[src/rtl/tt_dpll_pkg.sv]
// ---------------------------------------------------------------------------
// tt_dpll_pkg
// Shared definitions for the DPLL lock-detect slice.
//   lock_state_e  : lock detector state encoding (value 3 is illegal)
//   LOCK_CNT_W    : width of every lock-detect counter
//   LOCK_SCAN_LEN : length of the lock detector's scan chain segment
// ---------------------------------------------------------------------------
package tt_dpll_pkg;

  localparam int LOCK_CNT_W    = 8;
  localparam int LOCK_SCAN_LEN = 35;

  typedef enum logic [1:0] {
    UNLOCKED  = 2'd0,
    ACQUIRING = 2'd1,
    LOCKED    = 2'd2
  } lock_state_e;

endpackage

[src/rtl/tt_lock_detect_if.sv]
// ---------------------------------------------------------------------------
// tt_lock_detect_if
// Functional signal bundle between the PFD/DPLL control side and the lock
// detector. Signal names keep the detector's point of view (i_ = into the
// detector, o_ = out of the detector).
//   i_up, i_down   : PFD pulses, synchronous to the generated clock
//   i_clear_loss   : synchronous clear of the loss counter
//   o_locked       : detector is in LOCKED
//   o_lock_lost    : one-cycle pulse on LOCKED -> UNLOCKED
//   o_loss_count   : saturating count of lock losses
//   o_state        : raw state register
// Modports: master = control side, slave = lock detector.
// ---------------------------------------------------------------------------
interface tt_lock_detect_if;
  import tt_dpll_pkg::*;

  logic                  i_up;
  logic                  i_down;
  logic                  i_clear_loss;
  logic                  o_locked;
  logic                  o_lock_lost;
  logic [LOCK_CNT_W-1:0] o_loss_count;
  logic [1:0]            o_state;

  modport master (
    output i_up, i_down, i_clear_loss,
    input  o_locked, o_lock_lost, o_loss_count, o_state
  );

  modport slave (
    input  i_up, i_down, i_clear_loss,
    output o_locked, o_lock_lost, o_loss_count, o_state
  );

endinterface

[src/rtl/tt_sat_counter.sv]
// ---------------------------------------------------------------------------
// tt_sat_counter
// Up-counter with parallel load, synchronous clear and optional saturation.
//   clk, rst_n : clock, asynchronous active-low reset
//   load       : load load_val (highest priority, used for scan shifting)
//   load_val   : value to load
//   clr        : synchronous clear; a simultaneous inc leaves the count at 1
//   inc        : increment request
//   count      : current count
// Parameters: WIDTH = counter width, SATURATE = 1 holds at all-ones,
// 0 lets the counter wrap.
// ---------------------------------------------------------------------------
module tt_sat_counter #(
  parameter int WIDTH    = 8,
  parameter bit SATURATE = 1'b1
) (
  input  logic             clk,
  input  logic             rst_n,
  input  logic             load,
  input  logic [WIDTH-1:0] load_val,
  input  logic             clr,
  input  logic             inc,
  output logic [WIDTH-1:0] count
);

  logic at_max;

  assign at_max = SATURATE && (&count);

  // Load beats clear beats increment. A clear that coincides with an
  // increment means the event being counted happened after the clear,
  // so it must still be recorded.
  always_ff @(posedge clk or negedge rst_n) begin
    if (!rst_n) begin
      count <= '0;
    end else if (load) begin
      count <= load_val;
    end else if (clr) begin
      count <= inc ? WIDTH'(1) : '0;
    end else if (inc && !at_max) begin
      count <= count + WIDTH'(1);
    end
  end

endmodule

[src/rtl/tt_lock_detect.sv]
// ---------------------------------------------------------------------------
// tt_lock_detect
// Hysteretic DPLL lock detector. Lock is declared after LOCK_CYCLES
// consecutive quiet PFD cycles; once locked, lock is dropped only when
// UNLOCK_ERRS error cycles land inside one WINDOW-cycle window. Lock losses
// are counted in a saturating 8-bit counter. All state sits on a 35-bit scan
// segment {state, quiet_cnt, win_cnt, err_cnt, loss_cnt, lost_pulse}.
//   i_clk_gen  : generated clock, all state updates on its rising edge
//   i_rst_n    : asynchronous active-low reset
//   bus        : tt_lock_detect_if.slave (PFD pulses, clear, status)
//   i_scan_en  : scan shift enable, overrides all functional updates
//   i_scan_in  : scan data in (enters at the state MSB)
//   o_scan_out : scan data out (the lost_pulse bit)
// ---------------------------------------------------------------------------
module tt_lock_detect
  import tt_dpll_pkg::*;
#(
  parameter int LOCK_CYCLES = 64,
  parameter int WINDOW      = 32,
  parameter int UNLOCK_ERRS = 4
) (
  input  logic              i_clk_gen,
  input  logic              i_rst_n,
  tt_lock_detect_if.slave   bus,
  input  logic              i_scan_en,
  input  logic              i_scan_in,
  output logic              o_scan_out
);

  // Refuse to build with parameters the 8-bit counters cannot honour.
  if (LOCK_CYCLES < 1 || LOCK_CYCLES > 255) begin : g_bad_lock_cycles
    $fatal(1, "tt_lock_detect: LOCK_CYCLES must be 1..255");
  end
  if (WINDOW < 1 || WINDOW > 255) begin : g_bad_window
    $fatal(1, "tt_lock_detect: WINDOW must be 1..255");
  end
  if (UNLOCK_ERRS < 1 || UNLOCK_ERRS > WINDOW) begin : g_bad_unlock_errs
    $fatal(1, "tt_lock_detect: UNLOCK_ERRS must be 1..WINDOW");
  end

  localparam logic [1:0] ST_UNLOCKED  = UNLOCKED;
  localparam logic [1:0] ST_ACQUIRING = ACQUIRING;
  localparam logic [1:0] ST_LOCKED    = LOCKED;

  localparam logic [LOCK_CNT_W-1:0] LOCK_LAST = LOCK_CNT_W'(LOCK_CYCLES - 1);
  localparam logic [LOCK_CNT_W-1:0] WIN_LAST  = LOCK_CNT_W'(WINDOW - 1);
  localparam logic [LOCK_CNT_W-1:0] ERR_LIMIT = LOCK_CNT_W'(UNLOCK_ERRS);

  logic [1:0]               state_q, state_d;
  logic [LOCK_CNT_W-1:0]    quiet_q, quiet_d;
  logic [LOCK_CNT_W-1:0]    win_q, win_d;
  logic [LOCK_CNT_W-1:0]    err_q, err_d;
  logic [LOCK_CNT_W-1:0]    err_inc;
  logic [LOCK_CNT_W-1:0]    loss_cnt;
  logic                     lost_q;
  logic                     is_quiet;
  logic                     loss_event;
  logic                     illegal_state;
  logic [LOCK_SCAN_LEN-1:0] chain_q;
  logic [LOCK_SCAN_LEN-1:0] chain_shift;

  assign is_quiet = !bus.i_up && !bus.i_down;
  assign err_inc  = err_q + 8'd1;

  // Next-state and counter logic. UNLOCKED/ACQUIRING only track the run of
  // quiet cycles. In LOCKED the loss test comes before the window rollover,
  // so an error on the last cycle of a window still counts toward that
  // window. The unused encoding 3 recovers to UNLOCKED with everything
  // cleared.
  always_comb begin
    state_d       = state_q;
    quiet_d       = quiet_q;
    win_d         = win_q;
    err_d         = err_q;
    loss_event    = 1'b0;
    illegal_state = 1'b0;
    case (state_q)
      ST_UNLOCKED: begin
        if (is_quiet) begin
          if (LOCK_LAST == 8'd0) begin
            state_d = ST_LOCKED;
            quiet_d = '0;
            win_d   = '0;
            err_d   = '0;
          end else begin
            state_d = ST_ACQUIRING;
            quiet_d = 8'd1;
          end
        end else begin
          quiet_d = '0;
        end
      end
      ST_ACQUIRING: begin
        if (!is_quiet) begin
          state_d = ST_UNLOCKED;
          quiet_d = '0;
        end else if (quiet_q == LOCK_LAST) begin
          state_d = ST_LOCKED;
          quiet_d = '0;
          win_d   = '0;
          err_d   = '0;
        end else begin
          quiet_d = quiet_q + 8'd1;
        end
      end
      ST_LOCKED: begin
        if (!is_quiet && (err_inc == ERR_LIMIT)) begin
          state_d    = ST_UNLOCKED;
          quiet_d    = '0;
          win_d      = '0;
          err_d      = '0;
          loss_event = 1'b1;
        end else if (win_q == WIN_LAST) begin
          win_d = '0;
          err_d = '0;
        end else begin
          win_d = win_q + 8'd1;
          if (!is_quiet) begin
            err_d = err_inc;
          end
        end
      end
      default: begin
        state_d       = ST_UNLOCKED;
        quiet_d       = '0;
        win_d         = '0;
        err_d         = '0;
        illegal_state = 1'b1;
      end
    endcase
  end

  // Scan view of the state; bit 0 is lost_pulse so it doubles as scan out.
  assign chain_q     = {state_q, quiet_q, win_q, err_q, loss_cnt, lost_q};
  assign chain_shift = {i_scan_in, chain_q[LOCK_SCAN_LEN-1:1]};

  // State register. Scan shifting takes priority over every functional
  // update so the chain can be loaded and unloaded without disturbance.
  always_ff @(posedge i_clk_gen or negedge i_rst_n) begin
    if (!i_rst_n) begin
      state_q <= ST_UNLOCKED;
      quiet_q <= '0;
      win_q   <= '0;
      err_q   <= '0;
      lost_q  <= 1'b0;
    end else if (i_scan_en) begin
      state_q <= chain_shift[34:33];
      quiet_q <= chain_shift[32:25];
      win_q   <= chain_shift[24:17];
      err_q   <= chain_shift[16:9];
      lost_q  <= chain_shift[0];
    end else begin
      state_q <= state_d;
      quiet_q <= quiet_d;
      win_q   <= win_d;
      err_q   <= err_d;
      lost_q  <= loss_event;
    end
  end

  // Loss counter; it also forms the chain bits [8:1]. Clear requests are
  // masked during scan because the load path has priority inside the counter.
  tt_sat_counter #(
    .WIDTH    (LOCK_CNT_W),
    .SATURATE (1'b1)
  ) u_loss_cnt (
    .clk      (i_clk_gen),
    .rst_n    (i_rst_n),
    .load     (i_scan_en),
    .load_val (chain_shift[8:1]),
    .clr      (bus.i_clear_loss || illegal_state),
    .inc      (loss_event),
    .count    (loss_cnt)
  );

  assign bus.o_locked     = (state_q == ST_LOCKED);
  assign bus.o_lock_lost  = lost_q;
  assign bus.o_loss_count = loss_cnt;
  assign bus.o_state      = state_q;
  assign o_scan_out       = chain_q[0];

endmodule

[src/flat_wrapper.sv]
// flat-port wrapper written by rule: the top's interface ports become plain ports
module tt_lock_detect_flat import tt_dpll_pkg::*;
#(
  parameter int LOCK_CYCLES = 64,
  parameter int WINDOW      = 32,
  parameter int UNLOCK_ERRS = 4
)
  (i_clk_gen, i_rst_n, i_scan_en, i_scan_in, o_scan_out, bus_i_up, bus_i_down, bus_i_clear_loss, bus_o_locked, bus_o_lock_lost, bus_o_loss_count, bus_o_state);
  tt_lock_detect_if bus_i ();
  input  logic i_clk_gen;
  input  logic i_rst_n;
  input  logic i_scan_en;
  input  logic i_scan_in;
  output logic o_scan_out;
  input wire logic [$bits(bus_i.i_up)-1:0] bus_i_up;
  input wire logic [$bits(bus_i.i_down)-1:0] bus_i_down;
  input wire logic [$bits(bus_i.i_clear_loss)-1:0] bus_i_clear_loss;
  output wire logic [$bits(bus_i.o_locked)-1:0] bus_o_locked;
  output wire logic [$bits(bus_i.o_lock_lost)-1:0] bus_o_lock_lost;
  output wire logic [$bits(bus_i.o_loss_count)-1:0] bus_o_loss_count;
  output wire logic [$bits(bus_i.o_state)-1:0] bus_o_state;
  assign bus_i.i_up = bus_i_up;
  assign bus_i.i_down = bus_i_down;
  assign bus_i.i_clear_loss = bus_i_clear_loss;
  assign bus_o_locked = bus_i.o_locked;
  assign bus_o_lock_lost = bus_i.o_lock_lost;
  assign bus_o_loss_count = bus_i.o_loss_count;
  assign bus_o_state = bus_i.o_state;
  tt_lock_detect #(.LOCK_CYCLES(LOCK_CYCLES), .WINDOW(WINDOW), .UNLOCK_ERRS(UNLOCK_ERRS)) u_core (.i_clk_gen(i_clk_gen), .i_rst_n(i_rst_n), .bus(bus_i), .i_scan_en(i_scan_en), .i_scan_in(i_scan_in), .o_scan_out(o_scan_out));
endmodule
[config.mk]
export PLATFORM = sky130hd
export DESIGN_NAME = tt_lock_detect_flat
export DESIGN_NICKNAME = d
export VERILOG_FILES = /design/src/rtl/tt_dpll_pkg.sv /design/src/rtl/tt_lock_detect_if.sv /design/src/rtl/tt_sat_counter.sv /design/src/rtl/tt_lock_detect.sv /design/src/flat_wrapper.sv
export SDC_FILE = /design/constraint.sdc
export NUM_CORES = 1
export LEC_CHECK = 0
export CAP_MARGIN = 0
export CORE_MARGIN = 4
export CORE_UTILIZATION = 62
export CTS_CLUSTER_SIZE = 24
export DETAILED_ROUTE_END_ITERATION = 10
export PLACE_DENSITY = 0.93
export SYNTH_ARGS = -nofsm -noshare
export SYNTH_HDL_FRONTEND = slang
export SYNTH_SLANG_ARGS = --single-unit
[constraint.sdc]
create_clock -name i_clk_gen -period 3.4 [get_ports i_clk_gen]
set_input_delay 0.51 -clock i_clk_gen [delete_from_list [all_inputs] [get_ports i_clk_gen]]
set_output_delay 0.51 -clock i_clk_gen [all_outputs]
set_load 0.01 [all_outputs]
==> results.sh, run 1 <==
export IMPL_cts_tree="done"
export IMPL_power_density_nw_per_um2=402
export IMPL_synth_fp_nets=268
export IMPL_hpwl_mm=3.59
export IMPL_final_hold_viol_count=0
export IMPL_hold_buffers=0
export IMPL_grt_start_max_net_pins=42
export IMPL_dp_cells=315
export IMPL_synth_xor_area_share_pct=1.95
export IMPL_drt_initial_drc_count=170
export IMPL_min_period_over_period_pct=73.4
export IMPL_initial_core_util_pct=65.6
export IMPL_gp_congestion=0.958
export IMPL_dr_pass1_iters=5
export IMPL_synth_most_common_cell="dfrtp_1"
export IMPL_viasPerCell=6.60
export IMPL_area_growth_pct=12.8
export IMPL_syn_area_um2=2240
export IMPL_status="complete, no violations"
export IMPL_avgSynthCellArea_um2=8.72
export IMPL_min_period_ns=2.49
export IMPL_slowest_delay_ns=0.55
export IMPL_worstSetupPathType="flip-flop to flip-flop"
export IMPL_post_cts_buffers=0
export IMPL_worstMarginPinSlew_ns=0.753
export IMPL_yosysSeqAreaShare_pct=39.1
export IMPL_clk_latency_ns=0.35
export IMPL_diodes=0
export IMPL_ys_top_cells_by_area="dfrtp_1, a21oi_1, nand2_1"
export IMPL_synth_compound_area_share_pct=32.3
export IMPL_hp_class="input port to asynchronous set/reset pin"
export IMPL_cp_cell_sequence="or4_4 > o21ai_0 > nand2_1 > o21bai_1 > a221o_1"
export IMPL_max_slew_margin_pct=49.5
export IMPL_synth_top_family_by_area="compound AO/OA/AOI/OAI gates"
export IMPL_root_buffer="clkbuf_4"
export IMPL_max_freq_mhz=401
export IMPL_drc=0
export IMPL_num_vias=2132
export IMPL_drive_gt1_share_pct=8.30
export IMPL_slowest_stage="or4_4"
export IMPL_synth_mux_area_share_pct=0
export IMPL_numCtsBuffers=5
export IMPL_tns_ns=0
export IMPL_htree_levels=2
export IMPL_synth_cell_types=51
export IMPL_finalSetupViolCount=0
export IMPL_power_leakage_nw=1.10
export IMPL_synthSimpleGateAreaFrac_pct=20.0
export IMPL_grt_pass1_vias=1966
export IMPL_synthAdderAreaFrac_pct=2.23
export IMPL_fp_coreArea_um2=3420
export IMPL_ys_top_cells_by_count="dfrtp_1, nand2_1, a21oi_1"
export IMPL_ant_nets=0
export IMPL_dp_slack_ns=0.759
export IMPL_cp_data_required_time_ns=3.64
export IMPL_skew_ns=0.00624
export IMPL_cap_viol_max_count=0
export IMPL_synth_edf_count=0
export IMPL_end_kind="flip-flop"
export IMPL_die_area_um2=4640
export IMPL_hold_worst_slack_ns=0.561
export IMPL_grtUsageTotal_pct=25.9
export IMPL_fin_cells=323
export IMPL_clk_transition_reported_paths_ns=0.11
export IMPL_async_flop_share_pct=100
export IMPL_synth_flop_cell="dfrtp_1"
export IMPL_wirelength_mm=5.27
export IMPL_worst_slack_ns=0.906
export IMPL_yosysTopAreaCellShare_pct=39.1
export IMPL_ys_warn_count=0
export IMPL_die_w_um=68.1
export IMPL_ir_worst_vdd_v=0.000305
export IMPL_io_buffers=19
export IMPL_cts_buffer_depth=2
export IMPL_yosys_register_bits=35
export IMPL_cts_resized=0
export IMPL_critPathLaunchType="flip-flop"
export IMPL_slew_viol_final=0
export IMPL_wl_per_cell_um=16.3
export IMPL_antenna_found_initial=0
export IMPL_syn_inst=257
export IMPL_overflow=0
export IMPL_dieHeight_um=68.1
export IMPL_rows=21
export IMPL_grt_pass1_wl_mm=9.08
export IMPL_rsz0062_at_grt="false"
export IMPL_synth_top_cell_by_area="dfrtp_1"
export IMPL_power_mw=1.02
export IMPL_cts_sinks=35
export IMPL_cp_arrival_ns=2.74
export IMPL_nets=287
export IMPL_ioPinCount=20
export IMPL_crit_fanout=15
[layer usage]
layer	up-vias	wire length (um)	global-route usage (%)
li1	1019	-	-
met2	58	2610	41.5
met3	8	278	5.25
met1	1047	2320	33.6
met5	-	0	0
met4	0	59	11.4
[critical path, delay by kind of cell, from the launching register on]
family / cells / cell delay [ns]
AND/OR/NAND/NOR: 2 / 0.96
flip-flops: 1 / 0.45
AO/OA/AOI/OAI: 3 / 0.97
[report_power, final]
part	switching [mW]	internal, mW
Sequential	0.0727	0.461
Clock	0.142	0.0805
Combinational	0.140	0.121
[cell type report]
cell class                 count  area [um2]
multi-input combinational    197        1260
fill                         272         887
sequential                    35         876
timing repair buffer          25         235
tap                           46        57.6
clock buffer                   7        45.0
inverter                      12        45.0
clock inverter                 1        5.00
[path summary, 6_finish.rpt]
check                                             end  cells past startpoint  slack (ns)             from
setup / recovery                    u_core.quiet_q[4]                      5        0.91  u_core.err_q[6]
hold / removal             u_core.u_loss_cnt.count[0]                      2        0.56          i_rst_n
setup reg to reg                    u_core.quiet_q[4]                      5        0.91  u_core.err_q[6]
hold reg to reg                       u_core.win_q[2]                      1        0.59  u_core.win_q[2]
max in group asynchronous             u_core.err_q[7]                      2        2.53          i_rst_n
min in group i_clk_gen                u_core.win_q[2]                      1        0.59  u_core.win_q[2]
[registers in the layout (all words and copies together), names as in the netlist]
register	count
u_core.u_loss_cnt.count	8
u_core.bus.o_lock_lost	1
u_core.err_q	8
u_core.quiet_q	8
u_core.win_q	8
u_core.bus.o_state	2
[per-stage QoR]
stage                     util [%]  area [um2]
final                         74.0        2530
after CTS                     74.0        2530
after detailed placement      72.6        2480
after global routing          74.0        2530
after global placement        72.6        2480
after floorplan                  -        2240
[logic make-up (layout without fill, tap and decap cells)]
logic type / Yosys count / count (layout)
flip-flops: 35 / 35
AND/OR/NAND/NOR: 91 / 91
AO/OA/AOI/OAI: 97 / 97
XOR/XNOR: 5 / 5
buffers and inverters: 25 / 45
adder cells (fa/ha/maj): 4 / 4
[cell usage in the layout, fill, tap and decap left out, types with 5 or more instances in the layout]
master	n
clkdlybuf4s50_1	19
nor3_1	5
a21oi_1	22
dfrtp_1	35
inv_1	12
a221o_1	6
and3_1	10
nand3_1	10
nand2_1	29
o21ai_0	15
buf_4	6
clkbuf_4	5
nor2_1	18
a22oi_1	8
Power figures use the tool's default switching activity.
==> run 2, diff against run 1 <==
CORE_UTILIZATION = 57   (was 62)
PLACE_DENSITY = 0.87   (was 0.93)
clock period = 2.35 ns   (was 3.4 ns; I/O delays follow)
==> run 2 against run 1 <==
  * Clock-buffer cell count decreased by 1
  * Clock power increased by 99%
  * Register-to-register slack got worse by 0.79 ns
  * Flip-flop and latch count unchanged
  * Die area increased by 7.7%
  * Global-route usage decreased by 3.4 points
  * Power increased by 60%
  * Setup slack got worse by 0.79 ns
  * Clock skew increased by 0.0057 ns
==> results.sh, run 2 (same netlist as run 1, synthesis figures left out) <==
export IMPL_ir_worst_vdd_v=0.000477
export IMPL_met3_usage_pct=4.69
export IMPL_grt_pass1_vias=1954
export IMPL_fillCellCount=308
export IMPL_final_cell_mix="dfrtp_1, nand2_1, a21oi_1"
export IMPL_cts_tree="done"
export IMPL_worst_slack_ns=0.113
export IMPL_clk_latency_ns=0.29
export IMPL_finalSetupViolCount=0
export IMPL_rsz0062_at_grt="false"
export IMPL_multiInputGateArea_um2=1260
export IMPL_ioPinCount=20
export IMPL_crit_fanout=6
export IMPL_num_vias=2162
export IMPL_grt_pass1_wl_mm=9.24
export IMPL_met2_usage_pct=36.3
export IMPL_power_density_nw_per_um2=611
export IMPL_cp_cell_sequence="or4_4 > or2_4 > a2111o_1 > a22o_1 > a22oi_1"
export IMPL_area_growth_pct=18.7
export IMPL_worstMarginPinSlew_ns=0.566
export IMPL_grt_start_max_net_pins=36
export IMPL_drive_gt1_share_pct=11.6
export IMPL_io_buffers=19
export IMPL_final_util_pct=71.1
export IMPL_wl_per_cell_um=16.3
export IMPL_grtUsageTotal_pct=22.4
export IMPL_busiest_layer="met2"
export IMPL_min_period_ns=2.24
export IMPL_final_hold_viol_count=0
export IMPL_hold_buffers=0
export IMPL_critPathLaunchType="flip-flop"
export IMPL_die_w_um=70.7
export IMPL_dieHeight_um=70.7
export IMPL_cts_buffer_depth=2
export IMPL_min_period_over_period_pct=95.2
export IMPL_slew_viol_final=0
export IMPL_tns_ns=0
export IMPL_ant_nets=0
export IMPL_post_cts_buffers=0
export IMPL_layout_commonest_cell="dfrtp_1"
export IMPL_cts_sinks=35
export IMPL_diodes=0
export IMPL_cp_data_required_time_ns=2.55
export IMPL_antenna_found_initial=0
export IMPL_numCtsBuffers=5
export IMPL_clk_transition_reported_paths_ns=0.08
export IMPL_seq_area_um2=876
export IMPL_skew_ns=0.0119
export IMPL_viasPerCell=6.49
export IMPL_overflow=0
export IMPL_cp_arrival_ns=2.44
export IMPL_drc=0
export IMPL_max_freq_mhz=447
export IMPL_power_mw=1.63
export IMPL_max_slew_margin_pct=61.9
export IMPL_slowest_delay_ns=0.54
export IMPL_cts_resized=0
export IMPL_hpwl_mm=3.75
export IMPL_nets=296
export IMPL_drt_initial_drc_count=226
export IMPL_slowest_stage="or4_4"
export IMPL_status="complete, no violations"
export IMPL_power_leakage_nw=1.18
export IMPL_worstSetupPathType="flip-flop to flip-flop"
export IMPL_fp_coreArea_um2=3740
export IMPL_gp_congestion=0.864
export IMPL_htree_levels=2
export IMPL_cap_viol_max_count=0
export IMPL_hold_worst_slack_ns=0.474
export IMPL_hp_class="input port to asynchronous set/reset pin"
export IMPL_die_area_um2=5000
export IMPL_dp_slack_ns=0.0895
export IMPL_wirelength_mm=5.43
export IMPL_grt_use_met1_pct=30.9
export IMPL_rows=22
export IMPL_root_buffer="clkbuf_8"
export IMPL_initial_core_util_pct=59.9
export IMPL_dr_pass1_iters=6
export IMPL_end_kind="flip-flop"
run 2: changes by cell type in the layout (fill, tap and decap cells not counted):
cell	change
buf_4	+7
clkbuf_8	+6
clkbuf_4	-5
buf_12	+2
clkbuf_1	-2
run 2: cell type report:
class / instances / area share (%)
Clock buffer: 6 / 3.10
Clock inverter: 1 / 0.188
Inverter: 12 / 1.69
Multi-Input combinational cell: 197 / 47.5
Sequential cell: 35 / 32.9
Tap cell: 48 / 2.26
Timing Repair Buffer: 34 / 12.3
run 2: final timing paths:
path	cells past startpoint	from	slack (ns)	to
min in group i_clk_gen	2	u_core.quiet_q[7]	0.58	u_core.quiet_q[7]
worst min register to register	2	u_core.quiet_q[7]	0.58	u_core.quiet_q[7]
worst max register to register	5	u_core.err_q[6]	0.11	u_core.u_loss_cnt.count[5]
worst max-delay path	5	u_core.err_q[6]	0.11	u_core.u_loss_cnt.count[5]
max in group asynchronous	2	i_rst_n	1.56	u_core.err_q[6]
worst min-delay path	2	i_rst_n	0.47	u_core.bus.o_lock_lost
run 2: critical path, delay by kind of cell (launching register included):
| kind | cells | cell delay (ns) |
|---|---|---|
| flip-flops | 1 | 0.38 |
| AND/OR/NAND/NOR | 2 | 0.83 |
| AO/OA/AOI/OAI | 3 | 0.95 |
run 2: report_power, final:
group	leakage, nW	switching, mW	total (mW)	internal [mW]
sequential	0.474	0.0999	0.768	0.668
combinational	0.655	0.216	0.417	0.200
clock	0.0470	0.212	0.442	0.230
run 2: metal layers:
metal	vias to the layer above	wire, um
met4	0	96
met3	11	308
li1	1033	-
met1	1047	2400
met5	-	0
met2	71	2630
run 2: stage by stage:
stage / cell area (um2) / cells
floorplan: 2240 / 257
global route: 2660 / 333
global placement: 2570 / 326
CTS: 2660 / 333
finish: 2660 / 333
detailed placement: 2570 / 326
